File: config.mk
export PLATFORM = sky130hd
export DESIGN_NAME = lsu_exe
export DESIGN_NICKNAME = d
export VERILOG_FILES = /design/src/rtl/lsu_exe.sv
export SDC_FILE = /design/constraint.sdc
export NUM_CORES = 1
export LEC_CHECK = 0
export ABC_CLOCK_PERIOD_IN_PS = 3100
export BUFFER_PORTS_ARGS = -buffer_cell sky130_fd_sc_hd__buf_2
export CAP_MARGIN = 20
export CORE_MARGIN = 2
export CORE_UTILIZATION = 54
export DETAILED_ROUTE_END_ITERATION = 16
export GPL_TIMING_DRIVEN = 0
export HOLD_SLACK_MARGIN = 0.02
export PLACE_DENSITY = 0.8
export SYNTH_ARGS = -nofsm -noshare
export SYNTH_HDL_FRONTEND = slang
export SYNTH_SLANG_ARGS = --single-unit
File: constraint.sdc
create_clock -name clk -period 3.1 [get_ports clk]
set_clock_uncertainty 0.2 [all_clocks]
set_input_delay 0.31 -clock clk [delete_from_list [all_inputs] [get_ports clk]]
set_output_delay 0.31 -clock clk [all_outputs]
set_load 0.1 [all_outputs]
File: src/rtl/lsu_exe.sv
// LSU execute stage: effective address, alignment check, one data-memory
// transaction with lane steering, and a registered writeback handoff.
module lsu_exe #(
   parameter int TAG_W   = 4,
   parameter int TIMEOUT = 255
) (
   input  logic             clk,
   input  logic             rst,
   input  logic             i_DriveFromIssue_1,
   output logic             o_FreeToIssue_1,
   input  logic [3:0]       i_LsuOp_4,
   input  logic [4:0]       i_Rd_5,
   input  logic [TAG_W-1:0] i_Tag_TAG_W,
   input  logic [31:0]      i_OperandL_32,
   input  logic [31:0]      i_OperandR_32,
   input  logic [31:0]      i_Imm_32,
   output logic             o_MemReq_1,
   output logic             o_MemWe_1,
   output logic [31:0]      o_MemAddr_32,
   output logic [3:0]       o_MemBe_4,
   output logic [31:0]      o_MemWdata_32,
   input  logic             i_MemGnt_1,
   input  logic             i_MemRvalid_1,
   input  logic [31:0]      i_MemRdata_32,
   output logic             o_DriveToWriteBack_1,
   input  logic             i_FreeFromWriteBack_1,
   output logic [4:0]       o_WbRd_5,
   output logic             o_WbWe_1,
   output logic [31:0]      o_WbData_32,
   output logic [TAG_W-1:0] o_WbTag_TAG_W,
   output logic [1:0]       o_WbExc_2
);

   typedef enum logic [1:0] {IDLE, REQ, WAIT, WB} state_t;

   localparam logic [15:0] TMO = 16'(TIMEOUT - 1);

   state_t           state;
   logic [3:0]       op;
   logic [31:0]      addr;
   logic [15:0]      cnt;

   logic [31:0]      ea;
   logic             isStore;
   logic             misal;
   logic             tmo;
   logic [3:0]       stBe;
   logic [31:0]      stWdata;
   logic [31:0]      lane;
   logic [31:0]      ldData;

   assign o_FreeToIssue_1 = (state == IDLE) & ~rst;
   assign tmo = (cnt >= TMO);

   always_comb begin
      ea      = i_OperandL_32 + i_Imm_32;
      isStore = i_LsuOp_4[3];
      stBe    = 4'hF;
      stWdata = i_OperandR_32;
      misal   = 1'b0;
      unique case (1'b1)
         i_LsuOp_4[1:0] == 2'b00: begin
            stBe    = 4'b0001 << ea[1:0];
            stWdata = {4{i_OperandR_32[7:0]}};
         end
         i_LsuOp_4[1:0] == 2'b01: begin
            stBe    = ea[1] ? 4'b1100 : 4'b0011;
            stWdata = {2{i_OperandR_32[15:0]}};
            misal   = ea[0];
         end
         default: misal = |ea[1:0];
      endcase
   end

   // op[2] set means zero-extend, otherwise sign-extend sub-word loads
   always_comb begin
      lane   = i_MemRdata_32 >> {addr[1:0], 3'b000};
      ldData = lane;
      unique case (1'b1)
         op[1:0] == 2'b00: ldData = {{24{~op[2] & lane[7]}}, lane[7:0]};
         op[1:0] == 2'b01: ldData = {{16{~op[2] & lane[15]}}, lane[15:0]};
         default:          ldData = lane;
      endcase
   end

   always_ff @(posedge clk) begin
      if (rst) begin
         state                <= IDLE;
         op                   <= '0;
         addr                 <= '0;
         cnt                  <= '0;
         o_MemReq_1           <= 1'b0;
         o_MemWe_1            <= 1'b0;
         o_MemAddr_32         <= '0;
         o_MemBe_4            <= '0;
         o_MemWdata_32        <= '0;
         o_DriveToWriteBack_1 <= 1'b0;
         o_WbRd_5             <= '0;
         o_WbWe_1             <= 1'b0;
         o_WbData_32          <= '0;
         o_WbTag_TAG_W        <= '0;
         o_WbExc_2            <= '0;
      end else begin
         unique case (state)
            IDLE: begin
               if (i_DriveFromIssue_1) begin
                  op            <= i_LsuOp_4;
                  addr          <= ea;
                  cnt           <= '0;
                  o_WbRd_5      <= i_Rd_5;
                  o_WbTag_TAG_W <= i_Tag_TAG_W;
                  if (misal) begin
                     state                <= WB;
                     o_DriveToWriteBack_1 <= 1'b1;
                     o_WbWe_1             <= 1'b0;
                     o_WbData_32          <= ea;
                     o_WbExc_2            <= isStore ? 2'b10 : 2'b01;
                  end else begin
                     state         <= REQ;
                     o_MemReq_1    <= 1'b1;
                     o_MemWe_1     <= isStore;
                     o_MemAddr_32  <= {ea[31:2], 2'b00};
                     o_MemBe_4     <= isStore ? stBe : 4'hF;
                     o_MemWdata_32 <= isStore ? stWdata : 32'h0;
                  end
               end
            end
            REQ: begin
               cnt <= cnt + 16'd1;
               if (i_MemGnt_1) begin
                  state      <= WAIT;
                  o_MemReq_1 <= 1'b0;
               end else if (tmo) begin
                  state                <= WB;
                  o_MemReq_1           <= 1'b0;
                  o_DriveToWriteBack_1 <= 1'b1;
                  o_WbWe_1             <= 1'b0;
                  o_WbData_32          <= addr;
                  o_WbExc_2            <= 2'b11;
               end
            end
            WAIT: begin
               cnt <= cnt + 16'd1;
               if (i_MemRvalid_1) begin
                  state                <= WB;
                  o_DriveToWriteBack_1 <= 1'b1;
                  o_WbWe_1             <= ~op[3];
                  o_WbData_32          <= op[3] ? 32'h0 : ldData;
                  o_WbExc_2            <= 2'b00;
               end else if (tmo) begin
                  state                <= WB;
                  o_DriveToWriteBack_1 <= 1'b1;
                  o_WbWe_1             <= 1'b0;
                  o_WbData_32          <= addr;
                  o_WbExc_2            <= 2'b11;
               end
            end
            WB: begin
               if (i_FreeFromWriteBack_1) begin
                  state                <= IDLE;
                  o_DriveToWriteBack_1 <= 1'b0;
               end
            end
            default: state <= IDLE;
         endcase
      end
   end

endmodule

==> flow_summary_export.csv <==
group,metric,value,unit
timing,worst_rel_slew_slack,0.202,
logic_synthesis,synth_xor_area_frac,0.0343,
power,power.switching_fraction,0.552,
power,p_seq_frac,0.264,
clock_tree,post_cts_buffers,0,
layout,layout-drive-gt1-share,0.217,
logic_synthesis,netlist_area,9950,µm²
drt,post-route-drc-count,0,
floorplanning,initial_utilization,0.552,
layout,layout.cells.most_common_list,"sky130_fd_sc_hd__buf_2, sky130_fd_sc_hd__nand2_1, sky130_fd_sc_hd__dfxtp_1, sky130_fd_sc_hd__a21oi_1, sky130_fd_sc_hd__o21ai_0",
floorplanning,design.portCount,263,
timing,achievable-frequency,332,MHz
logic_synthesis,syn_inst,1299,
grt,overflow,0,
logic_synthesis,synth_top_family_by_area,"compound AO/OA/AOI/OAI gates",
logic_synthesis,synth_fa_ha_area_frac,0.0486,
critical_path,worstPathArrival,3.08,ns
critical_path,cp_cell_sequence,"buf_2, ha_1, fa_2, a21oi_1, o21ai_2, and4b_1, clkbuf_1, o21ai_2, and2_1, a32oi_1, o21ai_0",
clock_tree,clkSinkCount,167,
placement,buffer_ports.inserted,257,
layout,area_growth,23.7,%
drt,totalWireLength,37.0,mm
timing,finalSetupViolCount,0,
logic_synthesis,synthSimpleGateAreaFrac,0.204,
layout,final_common_cell,"sky130_fd_sc_hd__buf_2",
power,power.static_leakage,5.28,nW
drt,routedLengthMet1,14.8,mm
critical_path,crit_path_start_kind,"input port",
clock_tree,clk_transition_reported_paths,0.07,ns
layout,multi_input_gate_area_in_the_final_layout,6170,µm²
layout,diodes_inserted,0,
layout,sequential_area,3340,µm²
timing,tns,0,ns
clock_tree,number_of_levels_in_the_clock_h_tree,4,
placement,gp_congestion,1.02,
floorplanning,fp.dieArea,19500,µm²
floorplanning,core_area,18000,µm²
critical_path,crit_slowest_cell,"sky130_fd_sc_hd__fa_2",
drt,route.met3.wl,4.33,mm
layout,num-fill-cells,1546,
placement,dpl_cell_area,11500,µm²
power,ir_worst_vdd,897,µV
grt,grt_util_all_layers,0.368,
layout,final_net_count,1779,
placement,preCtsSetupSlack,-0.591,ns
logic_synthesis,synth.lib_cells_used.distinct,74,
power,power.clock.fraction,0.189,
power,combPwrFrac,0.547,
status,run_status,"complete, no violations",
logic_synthesis,ys_async_sr_fraction,0,
drt,dr_wl_met2,16.5,mm
flow_run,cap_viol_max_count,0,
critical_path,critPathMostFrequentCell,"sky130_fd_sc_hd__o21ai_2",
timing,hold_viol_final,0,
drt,drt_pass1_iterations,5,
grt,grt_pass1_vias,10591,
drt,routed-via-count,11396,
critical_path,timing.setup.critical_path_class,"in -> reg",
grt,grt_antenna_before_repair,0,
timing,finalCriticalPeriod,3.01,ns
timing,timing_worst_slew_pin_value,1.18,ns
clock_tree,clk_latency,0.45,ns
logic_synthesis,synth_compound_area_frac,0.258,
timing,grt_setup_unrepaired,"no",
floorplanning,rows,49,
critical_path,cp.buffers_inverters,2,
logic_synthesis,yosys-mux-area-fraction,0.0731,
drt,topRoutingLayerUsed,"met4",
min_path,hold_path.class,"in -> reg",
timing,timing.final.max_slew_violations,0,
logic_synthesis,synthFlopType,"sky130_fd_sc_hd__dfxtp_1",
floorplanning,fp.dieH,140,µm
layout,post-route-cell-area,12300,µm²
power,power_report.internal_total,5.01,mW
drt,post_drt_via_cell_ratio,6.21,
timing,period_share,0.971,
critical_path,required,3.17,ns
clock_tree,cts-root-buf,"sky130_fd_sc_hd__clkbuf_16",
grt,first_pass_grt_wire_length,57.0,mm
critical_path,worst_path_dominant_cell_family,"compound AO/OA/AOI/OAI gates",
clock_tree,cts_buffer_depth,2,
drt,detail_route.iter0.violations,1222,
grt,grt_max_degree,19,
logic_synthesis,average_size_of_a_mapped_cell,7.66,µm²
placement,dp_hpwl,28.3,mm
critical_path,cp-end-kind,"flop",
drt,wl_per_cell,20.2,µm
critical_path,critPathMaxStageDelay,0.66,ns
clock_tree,cts_tree,"yes",
logic_synthesis,syn_warnings,0,
power,power_switching,6.18,mW
floorplanning,dieWidth,140,µm
power,cellPowerDensity,909,nW/µm²
logic_synthesis,synth_seq_area_share,0.336,
critical_path,cp_max_fo,9,
drt,detail-route-antenna-nets,0,
logic_synthesis,count_of_flip_flops_with_a_built_in_enable_after_synthesis,0,
timing,final_critical_path_setup_slack,0.0894,ns
timing,hold-worst-slack,0.0570,ns
clock_tree,tritoncts.num_buffers,17,
logic_synthesis,yosys_register_bits,167,
cell usage after synthesis (7+ instances only):
| cell | number | area share |
|---|---|---|
| sky130_fd_sc_hd__a211oi_1 | 33 | 0.025 |
| sky130_fd_sc_hd__a21o_1 | 15 | 0.011 |
| sky130_fd_sc_hd__a21oi_1 | 160 | 0.081 |
| sky130_fd_sc_hd__a31oi_1 | 8 | 0.0050 |
| sky130_fd_sc_hd__a32oi_1 | 8 | 0.0070 |
| sky130_fd_sc_hd__buf_1 | 12 | 0.0045 |
| sky130_fd_sc_hd__buf_2 | 14 | 0.0070 |
| sky130_fd_sc_hd__clkbuf_1 | 65 | 0.025 |
| sky130_fd_sc_hd__dfxtp_1 | 167 | 0.34 |
| sky130_fd_sc_hd__ha_1 | 37 | 0.047 |
| sky130_fd_sc_hd__inv_1 | 17 | 0.0064 |
| sky130_fd_sc_hd__mux2_2 | 19 | 0.022 |
| sky130_fd_sc_hd__mux2i_1 | 49 | 0.049 |
| sky130_fd_sc_hd__nand2_1 | 205 | 0.077 |
| sky130_fd_sc_hd__nand2b_1 | 9 | 0.0057 |
| sky130_fd_sc_hd__nand3_1 | 68 | 0.034 |
| sky130_fd_sc_hd__nand4_1 | 7 | 0.0044 |
| sky130_fd_sc_hd__nor2_1 | 92 | 0.035 |
| sky130_fd_sc_hd__nor2b_1 | 13 | 0.0082 |
| sky130_fd_sc_hd__nor3_1 | 24 | 0.012 |
| sky130_fd_sc_hd__o211ai_1 | 19 | 0.014 |
| sky130_fd_sc_hd__o21ai_0 | 98 | 0.049 |
| sky130_fd_sc_hd__o311ai_0 | 8 | 0.0070 |
| sky130_fd_sc_hd__xnor2_1 | 18 | 0.016 |
| sky130_fd_sc_hd__xor2_1 | 21 | 0.018 |
repair_timing:
item                                    4_1_cts  5_1_grt
hold endpoints to repair                     18        0
cloned                                        0        0
endpoints found under the setup margin        7       48
hold buffers                                 18        0
resized for setup                             1       11
worst min-delay path: cells and delay by family:
| kind | cells | cell delay (ns) |
|---|---|---|
| buffers and inverters | 1 | 0.09 |
| AO/OA/AOI/OAI | 2 | 0.13 |
| AND/OR/NAND/NOR | 2 | 0.13 |
area by class of cell:
class                   count  area share
well taps                 229      0.0233
multi-input cells        1021       0.501
clock inverters            14      0.0120
clock buffers              18      0.0357
inverters                  18     0.00549
plain buffers              94      0.0315
repair buffers            275       0.119
flip-flops and latches    167       0.272
metrics by stage:
stage / instances / total power, mW / utilization
global placement: 1786 / 8.85 / 0.639
floorplan: 1300 / 7.44 / -
finish: 1836 / 11.2 / 0.683
detailed placement: 1786 / 8.92 / 0.639
global route: 1836 / 11.6 / 0.683
CTS: 1836 / 11.0 / 0.682
kinds of logic (layout without fill, tap and decap cells):
kind of cell               Yosys count  in the layout
and+or+nand+nor                    456            456
AOI/OAI and AO/OA                  417            417
DFF                                167            167
buffers and inverters              112            419
muxes                               69             69
xor gates and xnor gates            39             39
adders and majority gates           38             38
other                                1              2
registers in the layout (all words and copies together) (netlist names):
| register | cells |
|---|---|
| o_WbRd_5 | 5 |
| cnt | 16 |
| o_MemWdata_32 | 32 |
| state | 2 |
| o_MemReq_1 | 1 |
| o_DriveToWriteBack_1 | 1 |
| addr | 32 |
| o_MemAddr_32 | 30 |
| o_WbWe_1 | 1 |
| op | 4 |
| o_MemBe_4 | 4 |
| o_WbData_32 | 32 |
| o_WbTag_TAG_W | 4 |
| o_WbExc_2 | 2 |
| o_MemWe_1 | 1 |
routing by layer:
layer,vias to the layer above,track usage
li1,5279,-
met2,718,0.571
met3,104,0.0933
met5,-,0
met4,0,0.152
met1,5295,0.489
power groups by stage:
stage | clock network, mW | logic [mW] | registers, mW
after detailed placement | 0 | 5.95 | 2.97
after global routing | 2.21 | 6.43 | 2.98
after global placement | 0 | 5.89 | 2.96
final | 2.11 | 6.12 | 2.96
after CTS | 2.11 | 6.00 | 2.92
after floorplan | 0 | 2.30 | 5.15
final timing paths:
| path | endpoint | cells past startpoint | slack (ns) | from |
|---|---|---|---|---|
| setup / recovery | o_WbData_32[7]$_SDFFE_PP0P_ | 11 | 0.09 | i_OperandL_32[0] |
| hold / removal | o_MemWdata_32[27]$_SDFFE_PP0P_ | 5 | 0.06 | i_OperandR_32[27] |
| setup reg to reg | o_MemAddr_32[26]$_SDFFE_PP0P_ | 9 | 0.13 | state[0]$_SDFFE_PP0P_ |
| hold reg to reg | o_MemWdata_32[3]$_SDFFE_PP0P_ | 2 | 0.25 | o_MemWdata_32[3]$_SDFFE_PP0P_ |
No activity file was read; power rests on OpenSTA's default activity.
